`src/rtl/load_store_unit_pkg.sv`:
```
// Shared definitions for the load/store unit.
//   - RV32I funct3 encodings for loads (LB/LH/LW/LBU/LHU) and stores (SB/SH/SW)
//   - FSM state encoding (IDLE, ACCESS, RESP)
//   - helper that classifies a funct3 as unsupported for a given direction
package load_store_unit_pkg;

    localparam logic [2:0] F3_LB  = 3'b000;
    localparam logic [2:0] F3_LH  = 3'b001;
    localparam logic [2:0] F3_LW  = 3'b010;
    localparam logic [2:0] F3_LBU = 3'b100;
    localparam logic [2:0] F3_LHU = 3'b101;
    localparam logic [2:0] F3_SB  = 3'b000;
    localparam logic [2:0] F3_SH  = 3'b001;
    localparam logic [2:0] F3_SW  = 3'b010;

    typedef enum logic [1:0] {
        ST_IDLE   = 2'd0,
        ST_ACCESS = 2'd1,
        ST_RESP   = 2'd2
    } lsu_state_e;

    // Loads reject 011/110/111; stores accept only SB/SH/SW.
    function automatic logic f3_illegal(input logic write, input logic [2:0] f3);
        logic bad;
        if (write) begin
            bad = !((f3 == F3_SB) || (f3 == F3_SH) || (f3 == F3_SW));
        end else begin
            bad = (f3 == 3'b011) || (f3 == 3'b110) || (f3 == 3'b111);
        end
        return bad;
    endfunction

endpackage

```
`src/rtl/load_store_unit_lane_align.sv`:
```
// lsu_lane_align: purely combinational byte-lane logic.
// Ports:
//   funct3_i, write_i, addr_lo_i  - access type and address low bits
//   wdata_i  / we_o, wdata_o      - store path: lane enables, replicated data
//   rdata_i  / rdata_o            - load path: extracted and extended data
//   misaligned_o, illegal_o       - access classification (illegal wins)
module lsu_lane_align
    import load_store_unit_pkg::*;
(
    input  logic [2:0]  funct3_i,
    input  logic        write_i,
    input  logic [1:0]  addr_lo_i,
    input  logic [31:0] wdata_i,
    input  logic [31:0] rdata_i,
    output logic [3:0]  we_o,
    output logic [31:0] wdata_o,
    output logic [31:0] rdata_o,
    output logic        misaligned_o,
    output logic        illegal_o
);

    logic [7:0]  byte_sel;
    logic [15:0] half_sel;

    assign byte_sel = rdata_i[{addr_lo_i, 3'b000} +: 8];
    assign half_sel = rdata_i[{addr_lo_i[1], 4'b0000} +: 16];

    always_comb begin
        illegal_o    = f3_illegal(write_i, funct3_i);
        misaligned_o = 1'b0;
        // funct3[1:0] encodes size for both directions: 01=half, 10=word.
        case (funct3_i[1:0])
            2'b01:   misaligned_o = addr_lo_i[0];
            2'b10:   misaligned_o = (addr_lo_i != 2'b00);
            default: misaligned_o = 1'b0;
        endcase
        if (illegal_o) begin
            misaligned_o = 1'b0;
        end

        we_o    = 4'b0000;
        wdata_o = wdata_i;
        if (write_i && !illegal_o) begin
            case (funct3_i)
                F3_SB: begin
                    we_o    = 4'b0001 << addr_lo_i;
                    wdata_o = {4{wdata_i[7:0]}};
                end
                F3_SH: begin
                    we_o    = 4'b0011 << addr_lo_i;
                    wdata_o = {2{wdata_i[15:0]}};
                end
                F3_SW: begin
                    we_o    = 4'b1111;
                    wdata_o = wdata_i;
                end
                default: begin
                    we_o    = 4'b0000;
                    wdata_o = wdata_i;
                end
            endcase
        end

        case (funct3_i)
            F3_LB:   rdata_o = {{24{byte_sel[7]}}, byte_sel};
            F3_LH:   rdata_o = {{16{half_sel[15]}}, half_sel};
            F3_LW:   rdata_o = rdata_i;
            F3_LBU:  rdata_o = {24'd0, byte_sel};
            F3_LHU:  rdata_o = {16'd0, half_sel};
            default: rdata_o = 32'd0;
        endcase
    end

endmodule

```
`src/rtl/load_store_unit.sv`:
```
// load_store_unit: data-memory access stage between the core and data memory.
// One request at a time; IDLE -> ACCESS (mem_req/mem_ack handshake) -> RESP,
// or IDLE -> RESP directly for illegal/misaligned requests.
// Ports:
//   clk, reset (async, active-low)
//   req_valid/req_write/req_funct3/req_addr/req_wdata  - core request
//   busy, resp_valid/resp_rdata/resp_misaligned/resp_illegal/resp_fault
//   mem_req/mem_addr/mem_we/mem_wdata, mem_rdata/mem_ack - data memory
// Optional macro LSU_TIMEOUT_EN: abort ACCESS after TIMEOUT_CYCLES without ack.
module load_store_unit
    import load_store_unit_pkg::*;
#(
    parameter int DMEM_WIDTH     = 16,
    parameter int TIMEOUT_CYCLES = 255
) (
    input  logic                  clk,
    input  logic                  reset,
    input  logic                  req_valid,
    input  logic                  req_write,
    input  logic [2:0]            req_funct3,
    input  logic [31:0]           req_addr,
    input  logic [31:0]           req_wdata,
    output logic                  busy,
    output logic                  resp_valid,
    output logic [31:0]           resp_rdata,
    output logic                  resp_misaligned,
    output logic                  resp_illegal,
    output logic                  resp_fault,
    output logic                  mem_req,
    output logic [DMEM_WIDTH-1:0] mem_addr,
    output logic [3:0]            mem_we,
    output logic [31:0]           mem_wdata,
    input  logic [31:0]           mem_rdata,
    input  logic                  mem_ack
);

    lsu_state_e            state_q, state_d;
    logic [DMEM_WIDTH-1:0] mem_addr_q, mem_addr_d;
    logic [1:0]            addr_lo_q, addr_lo_d;
    logic [2:0]            funct3_q, funct3_d;
    logic                  write_q, write_d;
    logic [3:0]            we_q, we_d;
    logic [31:0]           wdata_q, wdata_d;
    logic [31:0]           rdata_q, rdata_d;
    logic                  mis_q, mis_d;
    logic                  ill_q, ill_d;
    logic                  fault_q, fault_d;
    logic                  timeout_hit;

    // The aligner sees the live request while idle (to classify it) and the
    // captured request afterwards (to extract load data on mem_ack).
    logic        idle;
    logic [2:0]  la_funct3;
    logic        la_write;
    logic [1:0]  la_addr_lo;
    logic [3:0]  la_we;
    logic [31:0] la_wdata, la_rdata;
    logic        la_mis, la_ill;

    assign idle       = (state_q == ST_IDLE);
    assign la_funct3  = idle ? req_funct3     : funct3_q;
    assign la_write   = idle ? req_write      : write_q;
    assign la_addr_lo = idle ? req_addr[1:0]  : addr_lo_q;

    lsu_lane_align u_align (
        .funct3_i     (la_funct3),
        .write_i      (la_write),
        .addr_lo_i    (la_addr_lo),
        .wdata_i      (req_wdata),
        .rdata_i      (mem_rdata),
        .we_o         (la_we),
        .wdata_o      (la_wdata),
        .rdata_o      (la_rdata),
        .misaligned_o (la_mis),
        .illegal_o    (la_ill)
    );

    logic unused_addr_bits;
    assign unused_addr_bits = ^req_addr[31:DMEM_WIDTH];

`ifdef LSU_TIMEOUT_EN
    localparam int CNT_W = ($clog2(TIMEOUT_CYCLES + 1) > 8) ? $clog2(TIMEOUT_CYCLES + 1) : 8;
    logic [CNT_W-1:0] cnt_q, cnt_d;

    // Held at zero while idle, so it is always clear on entry to ACCESS.
    always_comb begin
        cnt_d = cnt_q;
        if (state_q == ST_IDLE) begin
            cnt_d = '0;
        end else if ((state_q == ST_ACCESS) && !mem_ack) begin
            cnt_d = cnt_q + 1'b1;
        end
    end

    // Fires in the cycle whose un-acked increment reaches the limit.
    assign timeout_hit = (state_q == ST_ACCESS) && !mem_ack &&
                         (cnt_q == CNT_W'(TIMEOUT_CYCLES - 1));

    always_ff @(posedge clk or negedge reset) begin
        if (!reset) begin
            cnt_q <= '0;
        end else begin
            cnt_q <= cnt_d;
        end
    end
`else
    assign timeout_hit = 1'b0;
`endif

    always_comb begin
        state_d    = state_q;
        mem_addr_d = mem_addr_q;
        addr_lo_d  = addr_lo_q;
        funct3_d   = funct3_q;
        write_d    = write_q;
        we_d       = we_q;
        wdata_d    = wdata_q;
        rdata_d    = rdata_q;
        mis_d      = mis_q;
        ill_d      = ill_q;
        fault_d    = fault_q;
        case (state_q)
            ST_IDLE: begin
                if (req_valid) begin
                    mem_addr_d = {req_addr[DMEM_WIDTH-1:2], 2'b00};
                    addr_lo_d  = req_addr[1:0];
                    funct3_d   = req_funct3;
                    write_d    = req_write;
                    we_d       = (la_ill || la_mis) ? 4'b0000 : la_we;
                    wdata_d    = req_write ? la_wdata : 32'd0;
                    rdata_d    = 32'd0;
                    mis_d      = la_mis;
                    ill_d      = la_ill;
                    fault_d    = 1'b0;
                    state_d    = (la_ill || la_mis) ? ST_RESP : ST_ACCESS;
                end
            end
            ST_ACCESS: begin
                if (mem_ack) begin
                    rdata_d = write_q ? 32'd0 : la_rdata;
                    state_d = ST_RESP;
                end else if (timeout_hit) begin
                    rdata_d = 32'd0;
                    fault_d = 1'b1;
                    state_d = ST_RESP;
                end
            end
            ST_RESP: begin
                state_d = ST_IDLE;
            end
            default: begin
                state_d = ST_IDLE;
            end
        endcase
    end

    always_ff @(posedge clk or negedge reset) begin
        if (!reset) begin
            state_q    <= ST_IDLE;
            mem_addr_q <= '0;
            addr_lo_q  <= '0;
            funct3_q   <= '0;
            write_q    <= 1'b0;
            we_q       <= '0;
            wdata_q    <= '0;
            rdata_q    <= '0;
            mis_q      <= 1'b0;
            ill_q      <= 1'b0;
            fault_q    <= 1'b0;
        end else begin
            state_q    <= state_d;
            mem_addr_q <= mem_addr_d;
            addr_lo_q  <= addr_lo_d;
            funct3_q   <= funct3_d;
            write_q    <= write_d;
            we_q       <= we_d;
            wdata_q    <= wdata_d;
            rdata_q    <= rdata_d;
            mis_q      <= mis_d;
            ill_q      <= ill_d;
            fault_q    <= fault_d;
        end
    end

    assign busy            = (state_q != ST_IDLE);
    assign resp_valid      = (state_q == ST_RESP);
    assign resp_rdata      = resp_valid ? rdata_q : 32'd0;
    assign resp_misaligned = resp_valid && mis_q;
    assign resp_illegal    = resp_valid && ill_q;
`ifdef LSU_TIMEOUT_EN
    assign resp_fault      = resp_valid && fault_q;
`else
    assign resp_fault      = 1'b0;
`endif
    assign mem_req         = (state_q == ST_ACCESS);
    assign mem_addr        = mem_addr_q;
    assign mem_we          = mem_req ? we_q : 4'b0000;
    assign mem_wdata       = wdata_q;

endmodule

```
`config.mk`:
```
export PLATFORM = sky130hd
export DESIGN_NAME = load_store_unit
export DESIGN_NICKNAME = d
export VERILOG_FILES = /design/src/rtl/load_store_unit_pkg.sv /design/src/rtl/load_store_unit_lane_align.sv /design/src/rtl/load_store_unit.sv
export SDC_FILE = /design/constraint.sdc
export NUM_CORES = 1
export LEC_CHECK = 0
export ABC_AREA = 1
export CORE_MARGIN = 1.5
export CORE_UTILIZATION = 46
export CTS_CLUSTER_SIZE = 8
export DETAILED_ROUTE_END_ITERATION = 7
export GPL_ROUTABILITY_DRIVEN = 0
export GPL_TIMING_DRIVEN = 0
export PLACE_DENSITY_LB_ADDON = 0.1
export SYNTH_ARGS = -nofsm -noshare
export SYNTH_HDL_FRONTEND = slang
export SYNTH_SLANG_ARGS = --single-unit
```
`constraint.sdc`:
```
create_clock -name clk -period 3.4 [get_ports clk]
set_clock_uncertainty 0.15 [all_clocks]
set_input_delay 0.34 -clock clk [delete_from_list [all_inputs] [get_ports clk]]
set_output_delay 0.34 -clock clk [all_outputs]
set_load 0.01 [all_outputs]
```
Word-level counts from Yosys, hierarchy flattened:

Cells that the tools add are included.

* multiplexer cells: 23
* equal/unequal tests: 13
* reductions and logical operators: 18
* shift-type cells: 4

Operators by type and width (number)
* $mux W32: 6
* $pmux W32 S5: 1
* $pmux W32 S2: 2
* $shiftx A32 B6 Y16: 1
* $shiftx A32 B6 Y8: 1
* $eq A3 B3 Y1 const B: 4
* $mux W4: 3
* $pmux W4 S3: 1
* $mux W2: 4
* $eq A3 B2 Y1 const B: 2
* $reduce_bool A2 Y1: 3
* $logic_or A1 B1 Y1: 5
* $eq A2 B1 Y1 const B: 2
* $eq A2 B2 Y1 const B: 2
* $pmux W2 S2: 1
* $reduce_and A2 Y1: 2
* $shl A1 B2 Y4 const A: 1
* $shl A2 B2 Y4 const A: 1
* $eq A3 B1 Y1 const B: 1
* $logic_and A1 B1 Y1: 3
* $logic_not A3 Y1: 1
* $mux W1: 3
* $mux W3: 1
* $reduce_and A3 Y1: 1
* 5 further kinds: 6

* input port bits: 104
* word-level logic and storage cells: 68
* output and inout bits: 90
* flip-flop bits (word level): 92

Longest topological paths before layout:

* depth in word-level cells: 12
* mapped depth: 14
* depth with buffers taken out: 13

Modules after synthesis:

From an unflattened synthesis, not the netlist that was laid out.

* cell total of the unflattened synthesis: 856
* area, all modules: 5641.7 um2

Modules (own cells, without submodules)
* load_store_unit: area each 4297.9 um2, instances 1, cells an instance 573, sequential area each 2302.2 um2
* lsu_lane_align: area each 1343.8 um2, instances 1, cells an instance 283, sequential area each 0.0 um2

Least setup slack after synthesis:

No wires, ideal clock.

* kind: reg-to-reg
* start: reg state_q[0]
* end: reg wdata_q[15], in the netlist mem_wdata[15]
* data arrival time: 2.154 ns
* setup time: 0.118 ns
* path slack: 0.978 ns
* path buffers: 2
* cell stages (with the launch flop): 15
* required time: 3.132 ns
* clock period less this slack: 2.422 ns
* cell sequence: dfrtp_1 > nor2_2 > buf_6 > nand2_1 > o21ai_0 > inv_1 > ha_1 > inv_1 > nand2_1 > nand2_1 > nor2_2 > buf_2 > or2_2 > nand3_1 > nand2_1

* cells in the longest elaborated chain, start to end: 11
* elaborated cells between the ends (all ways): 21
* those cells by class: 5 x eq/ne; 6 x mux; 10 x reduce/logical

RTL lines
* from (decl): RTL line load_store_unit.sv:37 `lsu_state_e state_q, state_d;`
* from (signal assigned): RTL line load_store_unit.sv:171 `state_q <= state_d;`
* $logic_not A2 Y1 *: RTL line load_store_unit.sv:60, load_store_unit.sv:122
* $mux W3: RTL line load_store_unit.sv:61 `assign la_funct3 = idle ? req_funct3 : funct3_q;`
* $eq A3 B1 Y1 or $logic_not A3 Y1 (tied branches): RTL line load_store_unit_pkg.sv:26, load_store_unit_lane_align.sv:44
* $logic_or A1 B1 Y1 (2 in a row): RTL line load_store_unit_pkg.sv:26 `bad = !((f3 == F3_SB) || (f3 == F3_SH) || (f3 == F3_SW));`
* $logic_not A1 Y1: RTL line load_store_unit_pkg.sv:26
* $mux W1: RTL line load_store_unit_pkg.sv:25 `if (write) begin`
* $logic_not A1 Y1: RTL line load_store_unit_lane_align.sv:43 `if (write_i && !illegal_o) begin`
* $logic_and A1 B1 Y1: RTL line load_store_unit_lane_align.sv:43
* $mux W32: RTL line load_store_unit_lane_align.sv:43
* $mux W32: RTL line load_store_unit.sv:130 `wdata_d = req_write ? la_wdata : 32'd0;`
* to (signal assigned): RTL line load_store_unit.sv:177 `wdata_q <= wdata_d;`
* to (decl): RTL line load_store_unit.sv:43 `logic [31:0] wdata_q, wdata_d;`

Mark *: on every way between the ends. The rest lies on a longest branch, timed or not.
A chain may end at the register's enable or synchronous reset.

Worst setup path in the final report:

* start: reg state_q[0]
* end: reg we_q[1]

* cells in the longest elaborated chain, start to end: 11
* elaborated cells between the ends (all ways): 30
* those cells by class: 7 x eq/ne; 2 x shift; 9 x mux; 12 x reduce/logical

RTL lines
* $logic_not A2 Y1 *: RTL line load_store_unit.sv:60, load_store_unit.sv:122
* $mux W3: RTL line load_store_unit.sv:61
* $eq A3 B1 Y1 or $logic_not A3 Y1 (tied branches): RTL line load_store_unit_pkg.sv:26, load_store_unit_lane_align.sv:44
* $logic_or A1 B1 Y1 (2 in a row): RTL line load_store_unit_pkg.sv:26
* $logic_not A1 Y1: RTL line load_store_unit_pkg.sv:26
* $mux W1: RTL line load_store_unit_pkg.sv:25
* $logic_not A1 Y1: RTL line load_store_unit_lane_align.sv:43
* $logic_and A1 B1 Y1: RTL line load_store_unit_lane_align.sv:43
* $mux W4: RTL line load_store_unit_lane_align.sv:43
* $mux W4: RTL line load_store_unit.sv:129 `we_d = (la_ill || la_mis) ? 4'b0000 : la_we;`
* to (signal assigned): RTL line load_store_unit.sv:176 `we_q <= we_d;`
* to (decl): RTL line load_store_unit.sv:42 `logic [3:0] we_q, we_d;`

Marks and branches as above.

==> summary.txt <==
Power
  – Leak Pwr: 3.87 nW
  – Clock power share: 16.8%
  – Sw Ratio: 43.7%
  – Internal power: 3.32 mW
  – Comb power frac: 54.7%
  – PD cells: 771 mW/mm^2
  – Sw Pwr: 2.58 mW
  – Worst vdd ir: 0.606 mV
  – Seq pwr share: 28.5%
  – Final Power: 5.90 mW

STA
  – Final Cycle Share: 86.0%
  – Final Setup Violations: 0
  – Tmin final: 2.92 ns
  – Setup_tns: 0 ns
  – RSZ-0062 raised after global routing: no
  – Fmax: 342 MHz
  – Final setup margin: 0.477 ns
  – Worst slew pin tran: 0.591 ns
  – Slew headroom: 60.5%
  – Fin. max-slew vios: 0
  – Fin. Hold Viols: 0

CTS
  – CTS buffer count: 9
  – Clock root buffer: clkbuf_16
  – CTS tree: yes
  – Setup Buffers After CTS: 0
  – Clk sinks: 92
  – CTS H-Tree Depth: 3
  – Worst-Skew Late Latency: 0.35 ns
  – Clock slew at reported path FFs: 0.07 ns
  – Deepest clock path buffer count: 2
  – Post-cts hold buffer count: 1
  – Cts repair resizes: 0

Synthesis
  – Synth top area share: 42.6%
  – Synth cell types: 31
  – Synthesized flop and latch total: 92
  – EDFF count, synth: 0
  – Syn avg cell area: 6.70 um^2
  – Synthesized instance count: 806
  – Synth warnings: 0
  – Ys async rst share: 100%
  – Cell area after synthesis: 0.00540 mm^2
  – Largest cells by area after synthesis: dfrtp_1 43%, nand2_1 23%, inv_1 6.8%
  – Largest area contributor in the netlist: dfrtp_1
  – Primary FF master, synth: dfrtp_1
  – Register area share after synthesis: 42.6%

Setup path
  – Max Fanout on Critical Path: 10
  – Worst endpoint data arrival time: 3.01 ns
  – Crit-path max cell delay: 0.42 ns
  – Worst endpoint required time: 3.48 ns
  – Critical Path Sink Type: flip-flop
  – Crit Path Class: reg2reg
  – CP startpoint kind: flip-flop
  – Slowest CP cell: dfrtp_1
  – Top cell by count, worst path: nand2_1
  – Worst path cell trace: nor2_2 > buf_6 > nand2_1 > o21ai_0 > inv_1 > ha_1 > inv_1 > nand2_1 > nand2_1 > clkbuf_1 > nor2_1 > a21oi_1 > o21ai_0

GRT
  – Via count of the first global-routing pass: 5409
  – Largest net degree at the start of global routing: 65
  – First-pass GRT wire length: 26400 um
  – Initial antenna violation count: 0
  – Tot GR Track Use: 26.8%
  – Remaining global-route overflow: 0

Drt
  – Vias post-DR: 5591
  – Final wirelength: 16200 um
  – DRT iter0 DRCs: 327
  – DR pass1 iterations: 5
  – WL per Instance: 14.1 um
  – DRC: 0
  – ANT nets after route: 0
  – Vias per Instance: 4.89

Final layout
  – Nets: 1104
  – Fill cells: 1063
  – Most common cell after layout, fill and taps aside: nand2_1
  – Post-route insts no fill: 1143
  – Layout area overhead: 41.7%
  – Most frequent cells in the layout: 337 x nand2_1, 173 x clkdlybuf4s50_1, 98 x inv_1
  – Seq. cell area: 0.00230 mm^2
  – Ratio of cells with drive above 1 in the final layout: 7.00%
  – Final instance area: 0.00765 mm^2
  – N_diodes: 0
  – Area occupied by multi-input gates: 0.00249 mm^2

Placement
  – DP Area: 0.00735 mm^2
  – # placed instances: 1126
  – I/O Buffers: 174
  – DP HPWL: 12000 um
  – Place WS: 0.507 ns

Min path
  – Worst min path class: in2async

Run status
  – Outcome: complete, no violations

Die
  – Die X: 111 um
  – Core area: 0.0114 mm^2
  – Die height: 111 um
  – # rows: 39
  – IO Pins: 194
  – Initial Utilization: 47.3%
  – Die ar.: 0.0124 mm^2

Run
  – Max-cap violations: 0
path summary, 6_finish.rpt:
kind	depth (start not counted)	from	to	slack, ns
worst max-delay path	13	state_q[0]	we_q[1]	0.48
worst min-delay path	2	reset	rdata_q[9]	0.30
worst max register to register	13	state_q[0]	we_q[1]	0.48
worst min register to register	2	rdata_q[29]	rdata_q[29]	0.33
max in group asynchronous	3	reset	mem_addr[6]	2.13
min in group clk	2	rdata_q[29]	rdata_q[29]	0.33
area by class of cell:
class                   count  area share [%]
well taps                 143            2.34
plain buffers              41            3.07
clock buffers              12            3.35
inverters                 102            5.00
repair buffers            176            23.2
multi-input cells         573            32.5
flip-flops and latches     92            30.1
clock inverters             4           0.425
registers in the layout, summed over array words and instances, names as in the netlist:
| signal | count |
|---|---|
| rdata_q | 32 |
| we_q | 4 |
| mem_wdata | 32 |
| funct3_q | 3 |
| state_q | 2 |
| mem_addr | 14 |
| addr_lo_q | 2 |
| ill_q | 1 |
| write_q | 1 |
| mis_q | 1 |
worst max-delay path: cells and delay by family (launching register included):
| kind | cells | cell delay (ns) |
|---|---|---|
| compound gates | 3 | 0.47 |
| simple gates | 5 | 0.58 |
| buf+inv | 4 | 0.92 |
| flops | 1 | 0.42 |
| fa+ha+maj | 1 | 0.26 |
synthesized netlist by cell type (3+ instances only):
master and count:
or2_2 11, nor2_1 65, inv_2 3, clkbuf_1 15, dfrtp_1 92, ha_1 5, nand2_1 337, o21ai_0 31
nand2_2 6, o21ai_1 9, buf_4 8, nor3_1 8, buf_6 5, a21oi_1 19, buf_2 10, or2_1 6
nand3_1 61, inv_1 98
per-layer routing:
metal / wire (um) / track usage, % / up-vias
met4: 456 / 10.3 / 0
met2: 7380 / 43.3 / 233
li1: - / - / 2821
met5: 0 / 0 / -
met3: 1520 / 8.44 / 35
met1: 6810 / 33.7 / 2502
cells by family after synthesis:
kind of cell,share of synthesized area [%]
AO/OA/AOI/OAI,6.14
adder cells (fa/ha/maj),1.16
buffers and inverters,11.4
flip-flops,42.6
other,0.0694
AND/OR/NAND/NOR,38.6
stage by stage:
stage	hold WS, ns	utilization [%]
after floorplan	-0.106	-
after global placement	0.311	64.2
after detailed placement	0.143	64.4
after CTS	0.321	67.0
after global routing	0.340	67.0
final	0.304	67.0
power by group through the flow:
stage               Combinational [mW]  Clock (mW)  Sequential, mW
floorplan                         1.81           0            1.79
global placement                  3.17           0            1.68
detailed placement                3.20           0            1.68
CTS                               3.22        1.00            1.68
global route                      3.58        1.06            1.72
finish                            3.23       0.994            1.68
(Power assumes the default switching activity.)
